File: config.mk
export PLATFORM = sky130hd
export DESIGN_NAME = lmfe_window_ctrl_flat
export DESIGN_NICKNAME = d
export VERILOG_FILES = /design/src/rtl/lmfe_window_ctrl_if.sv /design/src/rtl/lmfe_window_ctrl.sv /design/src/flat_wrapper.sv
export SDC_FILE = /design/constraint.sdc
export NUM_CORES = 1
export LEC_CHECK = 0
export ABC_AREA = 1
export CORE_MARGIN = 3
export CORE_UTILIZATION = 65
export CTS_CLUSTER_DIAMETER = 40
export DETAILED_ROUTE_END_ITERATION = 16
export PLACE_DENSITY = 0.86
export REMOVE_ABC_BUFFERS = 1
export SLEW_MARGIN = 25
export SYNTH_ARGS = -nofsm -noshare
export SYNTH_HDL_FRONTEND = slang
export SYNTH_SLANG_ARGS = --single-unit
File: constraint.sdc
create_clock -name clk -period 8.11 [get_ports clk]
set_input_delay 1.622 -clock clk [delete_from_list [all_inputs] [get_ports clk]]
set_output_delay 1.622 -clock clk [all_outputs]
set_load 0.1 [all_outputs]
File: src/rtl/lmfe_window_ctrl_if.sv
// Handshake and bus signals between the LMFE window controller, the frame RAM
// and the external rank sorter.
interface lmfe_window_ctrl_if #(
    parameter int DW = 8,
    parameter int AW = 14
);
    logic          START;
    logic          PAD;
    logic [AW-1:0] A;
    logic          RE;
    logic [DW-1:0] Q;
    logic          SCLR;
    logic          SE;
    logic [DW-1:0] INS;
    logic [DW-1:0] DEL;
    logic          DEL_EN;
    logic [DW-1:0] MED;
    logic [DW-1:0] DOUT;
    logic          OV;
    logic          BZ;
    logic          DONE;

    modport master (
        input  START, PAD, Q, MED,
        output A, RE, SCLR, SE, INS, DEL, DEL_EN, DOUT, OV, BZ, DONE
    );

    modport slave (
        output START, PAD, Q, MED,
        input  A, RE, SCLR, SE, INS, DEL, DEL_EN, DOUT, OV, BZ, DONE
    );
endinterface

File: src/rtl/lmfe_window_ctrl.sv
// WIN x WIN sliding-median controller: walks the frame in raster order, feeds an
// insert/delete rank sorter and emits one median per pixel.
module lmfe_window_ctrl #(
    parameter int DW      = 8,
    parameter int IMG_W   = 128,
    parameter int IMG_H   = 128,
    parameter int WIN     = 7,
    parameter int AW      = 14,
    parameter int MED_LAT = 1
) (
    input logic               clk,
    input logic               RST,
    lmfe_window_ctrl_if.master bus
);
    localparam int N  = WIN * WIN;
    localparam int H  = (WIN - 1) / 2;
    localparam int RW = $clog2(WIN);
    localparam int KW = $clog2(N + 2);
    localparam int XW = $clog2(IMG_W);
    localparam int YW = $clog2(IMG_H);

    typedef enum logic [2:0] {
        S_IDLE, S_CLR, S_LOAD, S_SLIDE, S_WAIT, S_EMIT, S_FIN
    } state_t;

    state_t        state;
    logic [XW-1:0] cx;
    logic [YW-1:0] cy;
    logic          pad_r;
    logic [KW-1:0] k;
    logic [RW-1:0] lc, lr, nlc, nlr, op_col, op_row;
    logic          op_q;
    logic [7:0]    wcnt;
    logic [DW-1:0] win [WIN][WIN];

    logic [AW-1:0] a_r;
    logic          re_r, sclr_r, se_r, del_en_r, ov_r, bz_r, done_r;
    logic [DW-1:0] ins_r, del_r, dout_r, ins_v;

    int            ix, iy;
    logic [AW:0]   iss;

    // {read-enable, address}; clamping happens before the multiply so the
    // address never leaves the frame.
    function automatic logic [AW:0] tap(input int x, input int y, input logic pad);
        int   xc, yc;
        logic inr;
        xc  = (x < 0) ? 0 : ((x > IMG_W - 1) ? IMG_W - 1 : x);
        yc  = (y < 0) ? 0 : ((y > IMG_H - 1) ? IMG_H - 1 : y);
        inr = (xc == x) && (yc == y);
        return {inr | pad, AW'(yc * IMG_W + xc)};
    endfunction

    // Coordinates of the next read to issue, one cycle ahead of its sorter op.
    always_comb begin
        nlc = (lr == RW'(WIN - 1)) ? lc + RW'(1) : lc;
        nlr = (lr == RW'(WIN - 1)) ? '0 : lr + RW'(1);
        ix  = int'(cx) - H;
        iy  = int'(cy) - H;
        case (state)
            S_LOAD:  begin ix = int'(cx) - H + int'(nlc); iy = int'(cy) - H + int'(nlr); end
            S_SLIDE: begin ix = int'(cx) + H;             iy = int'(cy) - H + int'(lr) + 1; end
            S_EMIT:  begin ix = int'(cx) + 1 + H;         iy = int'(cy) - H; end
            default: ;
        endcase
        iss = tap(ix, iy, pad_r);
    end

    // Q arrives in the op cycle itself, so INS is muxed straight from it.
    always_comb begin
        ins_v = ins_r;
        if (!se_r) ins_v = op_q ? bus.Q : '0;
    end

    always_ff @(posedge clk) begin
        if (RST) begin
            state    <= S_IDLE;
            cx       <= '0;
            cy       <= '0;
            pad_r    <= 1'b0;
            k        <= '0;
            lc       <= '0;
            lr       <= '0;
            op_col   <= '0;
            op_row   <= '0;
            op_q     <= 1'b0;
            wcnt     <= '0;
            a_r      <= '0;
            re_r     <= 1'b0;
            sclr_r   <= 1'b0;
            se_r     <= 1'b1;
            del_en_r <= 1'b0;
            ov_r     <= 1'b0;
            bz_r     <= 1'b0;
            done_r   <= 1'b0;
            ins_r    <= '0;
            del_r    <= '0;
            dout_r   <= '0;
            for (int c = 0; c < WIN; c++)
                for (int r = 0; r < WIN; r++)
                    win[c][r] <= '0;
        end else begin
            // Window file tracks exactly what the sorter holds.
            if (!se_r) begin
                ins_r <= ins_v;
                if (del_en_r) begin
                    for (int c = 0; c < WIN - 1; c++) win[c][op_row] <= win[c+1][op_row];
                    win[WIN-1][op_row] <= ins_v;
                end else begin
                    win[op_col][op_row] <= ins_v;
                end
            end

            case (state)
                S_IDLE: if (bus.START) begin
                    state  <= S_CLR;
                    bz_r   <= 1'b1;
                    cx     <= '0;
                    cy     <= '0;
                    pad_r  <= bus.PAD;
                    sclr_r <= 1'b1;
                end
                S_CLR: begin
                    sclr_r <= 1'b0;
                    state  <= S_LOAD;
                    k      <= '0;
                    lc     <= '0;
                    lr     <= '0;
                    re_r   <= iss[AW];
                    if (iss[AW]) a_r <= iss[AW-1:0];
                end
                S_LOAD: begin
                    if (k < KW'(N)) begin
                        se_r     <= 1'b0;
                        del_en_r <= 1'b0;
                        op_q     <= re_r;
                        op_col   <= lc;
                        op_row   <= lr;
                        k        <= k + KW'(1);
                        if (k < KW'(N - 1)) begin
                            lc   <= nlc;
                            lr   <= nlr;
                            re_r <= iss[AW];
                            if (iss[AW]) a_r <= iss[AW-1:0];
                        end else begin
                            re_r <= 1'b0;
                        end
                    end else begin
                        se_r  <= 1'b1;
                        state <= S_WAIT;
                        wcnt  <= '0;
                    end
                end
                S_SLIDE: begin
                    if (k < KW'(WIN)) begin
                        se_r     <= 1'b0;
                        del_en_r <= 1'b1;
                        del_r    <= win[0][lr];
                        op_q     <= re_r;
                        op_row   <= lr;
                        k        <= k + KW'(1);
                        if (k < KW'(WIN - 1)) begin
                            lr   <= lr + RW'(1);
                            re_r <= iss[AW];
                            if (iss[AW]) a_r <= iss[AW-1:0];
                        end else begin
                            re_r <= 1'b0;
                        end
                    end else begin
                        se_r     <= 1'b1;
                        del_en_r <= 1'b0;
                        state    <= S_WAIT;
                        wcnt     <= '0;
                    end
                end
                S_WAIT: begin
                    if (wcnt == 8'(MED_LAT - 1)) begin
                        state  <= S_EMIT;
                        ov_r   <= 1'b1;
                        dout_r <= bus.MED;
                    end else begin
                        wcnt <= wcnt + 8'd1;
                    end
                end
                S_EMIT: begin
                    ov_r <= 1'b0;
                    if (int'(cx) < IMG_W - 1) begin
                        cx    <= cx + XW'(1);
                        state <= S_SLIDE;
                        k     <= '0;
                        lr    <= '0;
                        re_r  <= iss[AW];
                        if (iss[AW]) a_r <= iss[AW-1:0];
                    end else begin
                        cx <= '0;
                        if (int'(cy) < IMG_H - 1) begin
                            cy     <= cy + YW'(1);
                            state  <= S_CLR;
                            sclr_r <= 1'b1;
                        end else begin
                            state  <= S_FIN;
                            done_r <= 1'b1;
                        end
                    end
                end
                S_FIN: begin
                    done_r <= 1'b0;
                    bz_r   <= 1'b0;
                    state  <= S_IDLE;
                end
                default: state <= S_IDLE;
            endcase
        end
    end

    assign bus.A      = a_r;
    assign bus.RE     = re_r;
    assign bus.SCLR   = sclr_r;
    assign bus.SE     = se_r;
    assign bus.INS    = ins_v;
    assign bus.DEL    = del_r;
    assign bus.DEL_EN = del_en_r;
    assign bus.DOUT   = dout_r;
    assign bus.OV     = ov_r;
    assign bus.BZ     = bz_r;
    assign bus.DONE   = done_r;
endmodule

File: src/flat_wrapper.sv
// flat-port wrapper written by rule: the top's interface ports become plain ports
module lmfe_window_ctrl_flat 
#(
    parameter int DW      = 8,
    parameter int IMG_W   = 128,
    parameter int IMG_H   = 128,
    parameter int WIN     = 7,
    parameter int AW      = 14,
    parameter int MED_LAT = 1
)
  (clk, RST, bus_START, bus_PAD, bus_Q, bus_MED, bus_A, bus_RE, bus_SCLR, bus_SE, bus_INS, bus_DEL, bus_DEL_EN, bus_DOUT, bus_OV, bus_BZ, bus_DONE);
  lmfe_window_ctrl_if #(.DW(DW), .AW(AW)) bus_i ();
  input logic clk;
  input logic RST;
  input wire logic [$bits(bus_i.START)-1:0] bus_START;
  input wire logic [$bits(bus_i.PAD)-1:0] bus_PAD;
  input wire logic [$bits(bus_i.Q)-1:0] bus_Q;
  input wire logic [$bits(bus_i.MED)-1:0] bus_MED;
  output wire logic [$bits(bus_i.A)-1:0] bus_A;
  output wire logic [$bits(bus_i.RE)-1:0] bus_RE;
  output wire logic [$bits(bus_i.SCLR)-1:0] bus_SCLR;
  output wire logic [$bits(bus_i.SE)-1:0] bus_SE;
  output wire logic [$bits(bus_i.INS)-1:0] bus_INS;
  output wire logic [$bits(bus_i.DEL)-1:0] bus_DEL;
  output wire logic [$bits(bus_i.DEL_EN)-1:0] bus_DEL_EN;
  output wire logic [$bits(bus_i.DOUT)-1:0] bus_DOUT;
  output wire logic [$bits(bus_i.OV)-1:0] bus_OV;
  output wire logic [$bits(bus_i.BZ)-1:0] bus_BZ;
  output wire logic [$bits(bus_i.DONE)-1:0] bus_DONE;
  assign bus_i.START = bus_START;
  assign bus_i.PAD = bus_PAD;
  assign bus_i.Q = bus_Q;
  assign bus_i.MED = bus_MED;
  assign bus_A = bus_i.A;
  assign bus_RE = bus_i.RE;
  assign bus_SCLR = bus_i.SCLR;
  assign bus_SE = bus_i.SE;
  assign bus_INS = bus_i.INS;
  assign bus_DEL = bus_i.DEL;
  assign bus_DEL_EN = bus_i.DEL_EN;
  assign bus_DOUT = bus_i.DOUT;
  assign bus_OV = bus_i.OV;
  assign bus_BZ = bus_i.BZ;
  assign bus_DONE = bus_i.DONE;
  lmfe_window_ctrl #(.DW(DW), .IMG_W(IMG_W), .IMG_H(IMG_H), .WIN(WIN), .AW(AW), .MED_LAT(MED_LAT)) u_core (.clk(clk), .RST(RST), .bus(bus_i));
endmodule
After elaboration in Yosys (flattened, before gate mapping)
Memories as Yosys holds them, arrays and structs flattened.
Index checks and enable logic that the tools add are counted.
W data, S select, Z words.

word-level totals
  flip-flop bits (word level) = 90
  bits of input ports = 20
  memory bits (writable) = 392
  memories = 1

memories
  memory      words  width  rd ports  clocked after memory_dff  write ports  RTL line                RTL
  u_core.win  7      56     7         0                         7            lmfe_window_ctrl.sv:34  logic [DW-1:0] win [WIN][WIN];

cells by class
  reductions and logical operators = 31
  eq/ne operators = 22
  bitwise operators = 395
  add/sub/neg operators = 16
  magnitude comparators = 13
  muxes and demuxes = 503

operators with widths
  cell                     count
  $mux W1                  417
  $or A1 B1 Y1             393
  $mux W56                 4
  $bmux W8 S3              7
  $mux W8                  20
  $mux W32                 4
  $add A32 B4 Y32          3
  $pmux W32 S3             1
  $mux W14                 6
  $eq A32 B32 Y1           2
  $gt A32 B8 Y1 const B    2
  $lt A32 B1 Y1 const B    2
  $pmux W32 S2             1
  $pmux W14 S4             1
  $reduce_or A56 Y1        1
  $mux W3                  18
  $add A32 B2 Y32 const B  1
  $add A32 B3 Y32 const B  1
  $mux W7                  4
  $pmux W7 S2              2
  $demux W8 S3             1
  $pmux W6 S4              1
  $pmux W8 S3              1
  $reduce_and A4 Y1        5
  35 further kinds         82

Longest topological paths before layout
Gate-level depths: netlist of run 1.

  depth after elaboration = 14
  depth in mapped cells = 36
  gate-level depth less buffers = 34

Least setup slack after synthesis of run 1
OpenSTA, ideal clock, no wires.

  kind = reg-to-reg
  from = register u_core.lr[0]
  to = register u_core.a_r[7] (netlist: u_core.bus.A[7])
  path buffers = 3
  data required time = 7978 ps
  path slack = 3823 ps
  clock period less this slack = 4287 ps
  arrival = 4155 ps
  setup time = 132 ps
  stages on the path, launching flop included = 28
  cell sequence = dfxtp_1 -> clkbuf_1 -> clkinv_1 -> clkbuf_1 -> ha_1 -> nand2_1 -> xnor2_1 -> ha_1 -> inv_1 -> fa_1 -> or2_2 -> nand2_1 -> nand2_2 -> inv_2 -> nand2_1 -> ha_1 -> nand2_1 -> nor3_1 -> nand3_1 -> o21ai_0 -> nand4_2 -> nor2_4 -> nand2_4 -> nand2_8 -> nand2_4 -> buf_6 -> nand2_1 -> a21oi_1

on the way
  cells in the longest elaborated chain, start to end = 14
  elaborated cells on any way between the ends = 30

ends and longest elaborated chain
  item                                                                      RTL line                                          RTL
  from (decl)                                                               lmfe_window_ctrl.sv:31                            logic [RW-1:0] lc, lr, nlc, nlr, op_col, op_row;
  from (signal assigned)                                                    lmfe_window_ctrl.sv:142                           lr <= nlr;
  from (signal assigned)                                                    lmfe_window_ctrl.sv:163                           lr <= lr + RW'(1);
  parallel branches: the longest is 10 deep, another holds $add A32 B4 Y32  n/a
  $mux W14 *                                                                n/a
  $mux W14, on equally long branches                                        lmfe_window_ctrl.sv:162, lmfe_window_ctrl.sv:140
  $mux W14, on equally long branches                                        lmfe_window_ctrl.sv:155, lmfe_window_ctrl.sv:133
  $pmux W14 S4 *                                                            lmfe_window_ctrl.sv:114                           case (state)
  to (signal assigned)                                                      lmfe_window_ctrl.sv:130                           if (iss[AW]) a_r <= iss[AW-1:0];
  to (signal assigned)                                                      lmfe_window_ctrl.sv:144                           if (iss[AW]) a_r <= iss[AW-1:0];
  to (signal assigned)                                                      lmfe_window_ctrl.sv:165                           if (iss[AW]) a_r <= iss[AW-1:0];
  to (decl)                                                                 lmfe_window_ctrl.sv:36                            logic [AW-1:0] a_r;

Mark *: on every way between the ends. The select of a mux whose other input is x is not followed.
A chain may end at the register's enable or synchronous reset.

Final worst setup path of run 1
  from = register u_core.lr[0]
  to = register u_core.a_r[9] (netlist: u_core.bus.A[9])

Same word-level chain as after synthesis.

==> results_dict.tcl, run 1 <==
set metrics [dict create \
    clock_path_buffers 3 \
    fin_nets 2501 \
    async_reset_ff_share_pct 0 \
    gp_congestion 0.956 \
    die_area_sq_um 38400 \
    route.detailed.drc 0 \
    synth_flop_cell "edfxtp_1" \
    worst-slew-pin-transition_ns 1.15 \
    place_area_sq_um 24300 \
    core-area_sq_um 35100 \
    final.setup.worst_slack_ns 2.15 \
    grt_pass1_wl_mm 104 \
    diodes 0 \
    clkSinkCount 482 \
    grt_overflow 0 \
    row_count 68 \
    synth_area_leaders "edfxtp_1 (50%), o21ai_0 (9.0%), dfxtp_1 (7.7%)" \
    hp-class "register to register" \
    synth-edff-count 392 \
    initial_core_util_pct 66.9 \
    first_pass_iters 7 \
    rsz0062_at_grt "no" \
    yosysTopAreaCell "edfxtp_1" \
    ant_nets 0 \
    synth_seq_cells 482 \
    cts.repair.resized 0 \
    clk_latency_ns 0.61 \
    dpl_worst_slack_ns 2.36 \
    ys_types 61 \
    syn_area_sq_um 23400 \
    cp_max_fo 29 \
    routed-via-count 19800 \
    worstPathRequired_ns 8.60 \
    netlist_instances 2393 \
    drv_cap 0 \
    cts_setup_buffers 0 \
    tns_ns 0 \
    postLayoutCellArea_sq_um 26200 \
    p_leak_nw 9.64 \
    ir_drop_mv 0.273 \
    viasPerCell 6.77 \
    grt_pass1_vias 19300 \
    cts_tree "yes" \
    portBuffers 64 \
    slew_violations 0 \
    fp.dieH_um 196 \
    yosysTopAreaCellShare_pct 50.2 \
    h-tree-depth 2 \
    syn_area_per_cell_sq_um 9.80 \
    post_drt_wl_per_cell_um 23.1 \
    cp.arrival_ns 6.45 \
    dp_hpwl_mm 42.6 \
    powerDensity_nw_per_um2 289 \
    ioPinCount 65 \
    drt-initial-drc-count 2703 \
    status "finished, final reports clean" \
    yosysSeqAreaShare_pct 57.9 \
    drive_gt1_share_pct 9.41 \
    ys_warn_count 0 \
    finalSetupViolCount 0 \
    cts_root_buf "clkbuf_16" \
    grt_max_degree 52 \
    end_kind "register" \
    clock_skew_ns 0.0196 \
    clkTransAtPathRegs_ns 0.06 \
    slew_headroom_pct 23.0 \
    critPathKind "register to register" \
    cp-start-kind "register" \
    hold_buffers 0 \
    antenna_found_initial 0 \
    globalRouteTotalUtil_pct 34.6 \
    cts_buffers 56 \
    fin_crit_ns 5.96 \
    syn_to_final_growth_pct 11.7 \
    wirelength_mm 67.6 \
    fmax_mhz 168 \
    final-hold-violation-count 0 \
    min_period_over_period_pct 73.5 \
    dieWidth_um 196 \
]
==> registers in the layout, indices dropped and copies added, names as in the netlist, 6 cells and up <==
name and flops:
u_core.k 6, u_core.cx 7, u_core.wcnt 8, u_core.cy 7, u_core.win 392, u_core.bus.DEL 8, u_core.bus.DOUT 8, u_core.bus.A 14
u_core.ins_r 8
==> cell type report <==
type / instances / area (sq um)
clock buffer: 65 / 1480
clock inverter: 40 / 375
fill: 2302 / 8870
inverter: 178 / 683
multi-input combinational: 1631 / 8760
sequential: 482 / 13600
tap: 455 / 569
timing repair buffer: 79 / 748
==> kinds of logic (layout without fill, tap and decap cells) <==
logic type,after synthesis,count (layout),share of synthesized area (%)
and+or+nand+nor,821,821,16.0
AOI/OAI and AO/OA,739,739,17.7
DFF,482,482,57.9
buffers and inverters,286,362,5.03
adders and majority gates,53,53,2.96
xor gates and xnor gates,11,11,0.411
other,1,7,0.0160
==> report_power, final <==
part / internal (mW) / switching [mW] / total, mW
logic: 0.553 / 1.58 / 2.13
registers: 2.82 / 0.115 / 2.94
clock network: 1.45 / 1.05 / 2.50
total: 4.82 / 2.75 / 7.57
==> through the flow <==
| stage | hold slack [ns] | total power [mW] | utilization [%] | cells |
|---|---|---|---|---|
| finish | 0.476 | 7.57 | 74.7 | 2930 |
| CTS | 0.476 | 7.49 | 74.7 | 2930 |
| global route | 0.504 | 7.81 | 74.7 | 2930 |
| floorplan | 0.456 | 4.39 | - | 2291 |
| global placement | 0.452 | 4.96 | 69.4 | 2825 |
| detailed placement | 0.457 | 5.02 | 69.4 | 2825 |
==> worst paths after layout <==
kind | cells after the start | slack (ns) | end | start
worst max-delay path | 25 | 2.15 | u_core.bus.A[9] | u_core.lr[0]
worst min register to register | 2 | 0.48 | u_core.bus.DEL[2] | u_core.bus.DEL[2]
worst max register to register | 25 | 2.15 | u_core.bus.A[9] | u_core.lr[0]
worst min-delay path | 2 | 0.48 | u_core.bus.DEL[2] | u_core.bus.DEL[2]
==> layer usage <==
layer | up-vias | routed length [um] | track usage (%)
met3 | 315 | 8500 | 7.09
met1 | 9129 | 22200 | 41.5
met5 | - | 0 | 0
met4 | 0 | 4440 | 21.7
li1 | 8716 | - | -
met2 | 1662 | 32500 | 57.4
==> critical path: stages, from the launching register on <==
cell and delay, ns:
dfxtp_1 0.93, clkinv_1 0.94, ha_1 0.52, nand2_1 0.17, inv_1 0.11, nor2_1 0.13, ha_1 0.22, fa_1 0.21
nand2_1 0.09, nand2_1 0.10, nand3_2 0.13, nor2_4 0.18, inv_1 0.07, ha_1 0.28, nand4_1 0.08, o21ai_0 0.17
nand3_1 0.09, nor3_1 0.20, nand2_1 0.12, nand2_1 0.17, o21ai_0 0.15, ha_1 0.37, xnor2_1 0.18, nand3_1 0.09
nand2_1 0.09, nor2_1 0.04
==> cells in the mapped netlist (7+ instances only) <==
cell,instances
nor2_4,8
buf_2,22
o21ai_0,423
o21ai_1,8
o211ai_2,9
inv_2,21
o211ai_1,21
nand3_1,63
a21oi_1,88
dfxtp_1,90
inv_1,148
o22ai_1,142
nor3_1,47
a22oi_1,15
edfxtp_1,392
nand4_1,17
nand2_1,339
or4_1,17
nand2_2,10
clkbuf_1,71
nor2_1,251
or2_2,19
ha_1,49
nand2_4,9
o221ai_1,7
nor2_2,16
==> cell usage in the layout, fill, tap and decap left out, types with 17 or more instances in the layout <==
cell and count:
o21ai_0 423, a21oi_1 87, nand3_1 63, o211ai_1 21, nor3_1 47, o22ai_1 142, clkdlybuf4s50_1 63, edfxtp_1 392
inv_1 147, or4_1 17, or2_2 19, dfxtp_1 90, inv_2 22, ha_1 49, nor2_1 251, nand2_1 338
clkbuf_16 58, nand4_1 17
Power figures use the tool's default switching activity.
==> run 2, diff against run 1 <==
- CORE_UTILIZATION: 65 -> 56
- PLACE_DENSITY: 0.86 -> 0.79
- clock period: 8.11 -> 5.1 ns (I/O delays scaled with it)
==> run 2 against run 1 <==
Worst setup slack worse by 1.5 ns. Final area up 1.1%. Sequential share of layout area down 0.57 points. Register-to-register slack worse by 1.5 ns. Hold slack worse by 0.010 ns. Critical path type unchanged. Die area up 16%.
==> results_dict.tcl, run 2 (synthesized netlist as in run 1, its figures left out) <==
set metrics [dict create \
    dp_hpwl_mm 45.2 \
    drv_cap 0 \
    clkTransAtPathRegs_ns 0.06 \
    worstPathRequired_ns 5.65 \
    final.setup.worst_slack_ns 0.625 \
    hold_buffers 0 \
    final-hold-violation-count 0 \
    tns_ns 0 \
    fp.dieH_um 211 \
    cp_max_fo 17 \
    r2r_slack_ns 0.62 \
    clock_path_buffers 3 \
    h-tree-depth 2 \
    grt_pass1_wl_mm 106 \
    powerDensity_nw_per_um2 466 \
    finalSetupViolCount 0 \
    die_area_sq_um 44400 \
    grt_max_degree 51 \
    first_pass_iters 6 \
    clk_latency_ns 0.64 \
    slew_headroom_pct 20.8 \
    ff_latch_area_sq_um 13600 \
    dpl_worst_slack_ns 0.773 \
    rsz0062_at_grt "no" \
    portBuffers 64 \
    viasPerCell 6.49 \
    p_leak_nw 9.77 \
    largest-register "u_core.win" \
    cts_buffers 60 \
    routed-via-count 19600 \
    ant_nets 0 \
    min_period_over_period_pct 87.7 \
    dieWidth_um 211 \
    grt_pass1_vias 19300 \
    globalRouteTotalUtil_pct 30.8 \
    cp-start-kind "register" \
    antenna_found_initial 0 \
    final_common_cell "o21ai_0" \
    grt_overflow 0 \
    topRoutingLayerUsed "met4" \
    met1_length_mm 25.0 \
    status "finished, final reports clean" \
    hp-class "register to register" \
    cp.arrival_ns 5.03 \
    r2r-start "u_core.lr[1]" \
    wl_met3_mm 8.40 \
    ioPinCount 65 \
    syn_to_final_growth_pct 12.9 \
    dr_wl_met2_mm 32.4 \
    cts_setup_buffers 0 \
    fill_cells 3202 \
    cts_root_buf "clkbuf_16" \
    ir_drop_mv 0.331 \
    gp_congestion 0.916 \
    fmax_mhz 223 \
    route.detailed.drc 0 \
    drive_gt1_share_pct 10.4 \
    wirelength_mm 69.2 \
    post_drt_wl_per_cell_um 22.9 \
    slew_violations 0 \
    initial_core_util_pct 57.0 \
    core-area_sq_um 41100 \
    layout_common_cells "o21ai_0 (423), edfxtp_1 (392), nand2_1 (339), nor2_1 (249), inv_1 (147)" \
    cts_tree "yes" \
    row_count 74 \
    end_kind "register" \
    worst-slew-pin-transition_ns 1.18 \
    fin_crit_ns 4.48 \
    largest_register_ffs 392 \
    hp-start "u_core.bus.DEL[7]" \
    cts.repair.resized 0 \
    multi_input_area_sq_um 8760 \
    drt-initial-drc-count 2918 \
    crit_start "u_core.lr[1]" \
    clkSinkCount 482 \
    fin_nets 2514 \
    clock_skew_ns 0.0310 \
    critPathKind "register to register" \
]
## run 2: changes by cell type in the layout (fill, tap and decap cells not counted), moves of 3 or more
cell,change
buf_4,+17
clkbuf_1,+3
clkdlybuf4s50_1,-8
inv_8,+4
clkinv_4,-3
clkinvlp_4,+3
clkinv_1,-4
## run 2: critical path, cell delays in order, from the launching register on
cell	delay (ns)
dfxtp_1	0.62
ha_1	0.24
nand2_1	0.12
o21ai_0	0.39
inv_1	0.13
fa_1	0.42
or2_2	0.32
nand2_1	0.09
nand2_2	0.08
inv_2	0.09
nand2_2	0.07
ha_1	0.28
nand4_1	0.09
nor2_1	0.13
nand3_1	0.08
o21ai_0	0.28
nand4_2	0.17
nor2_4	0.19
nand2_4	0.09
nand2_8	0.13
nand2_4	0.12
nand2_1	0.10
nand2_1	0.06
nor2_1	0.09
## run 2: final timing paths
kind | to | cells after the start
setup / recovery | u_core.bus.A[2] | 23
hold / removal | u_core.bus.DEL[7] | 2
setup reg to reg | u_core.bus.A[2] | 23
hold reg to reg | u_core.bus.DEL[7] | 2
## run 2: area by class of cell
| class | instances | share of cell area, % |
|---|---|---|
| Clock inverter | 42 | 1.67 |
| Multi-Input combinational cell | 1631 | 33.1 |
| Timing Repair Buffer | 88 | 3.01 |
| Inverter | 178 | 2.58 |
| Tap cell | 532 | 2.51 |
| Antenna cell | 1 | 0.00945 |
| Sequential cell | 482 | 51.3 |
| Clock buffer | 71 | 5.87 |
## run 2: power breakdown
group          switching [mW]  internal [mW]
sequential              0.166           4.49
combinational            2.57          0.884
clock                    1.76           2.47
## run 2: through the flow
step	cell area (sq um)	instances	utilization [%]	total power, mW	hold WS, ns
2_1_floorplan	23000	2291	-	6.97	0.456
3_3_place_gp	24500	2911	59.5	7.97	0.457
3_5_place_dp	24500	2911	59.5	8.07	0.461
4_1_cts	26500	3024	64.4	12.3	0.470
5_1_grt	26500	3024	64.4	12.8	0.484
6_report	26500	3025	64.4	12.3	0.466
## run 2: metal layers
layer	global-route usage [%]	vias up
met5	0	-
met4	14.6	0
met3	6.67	277
met2	50.2	1380
met1	39.6	9241
li1	-	8746
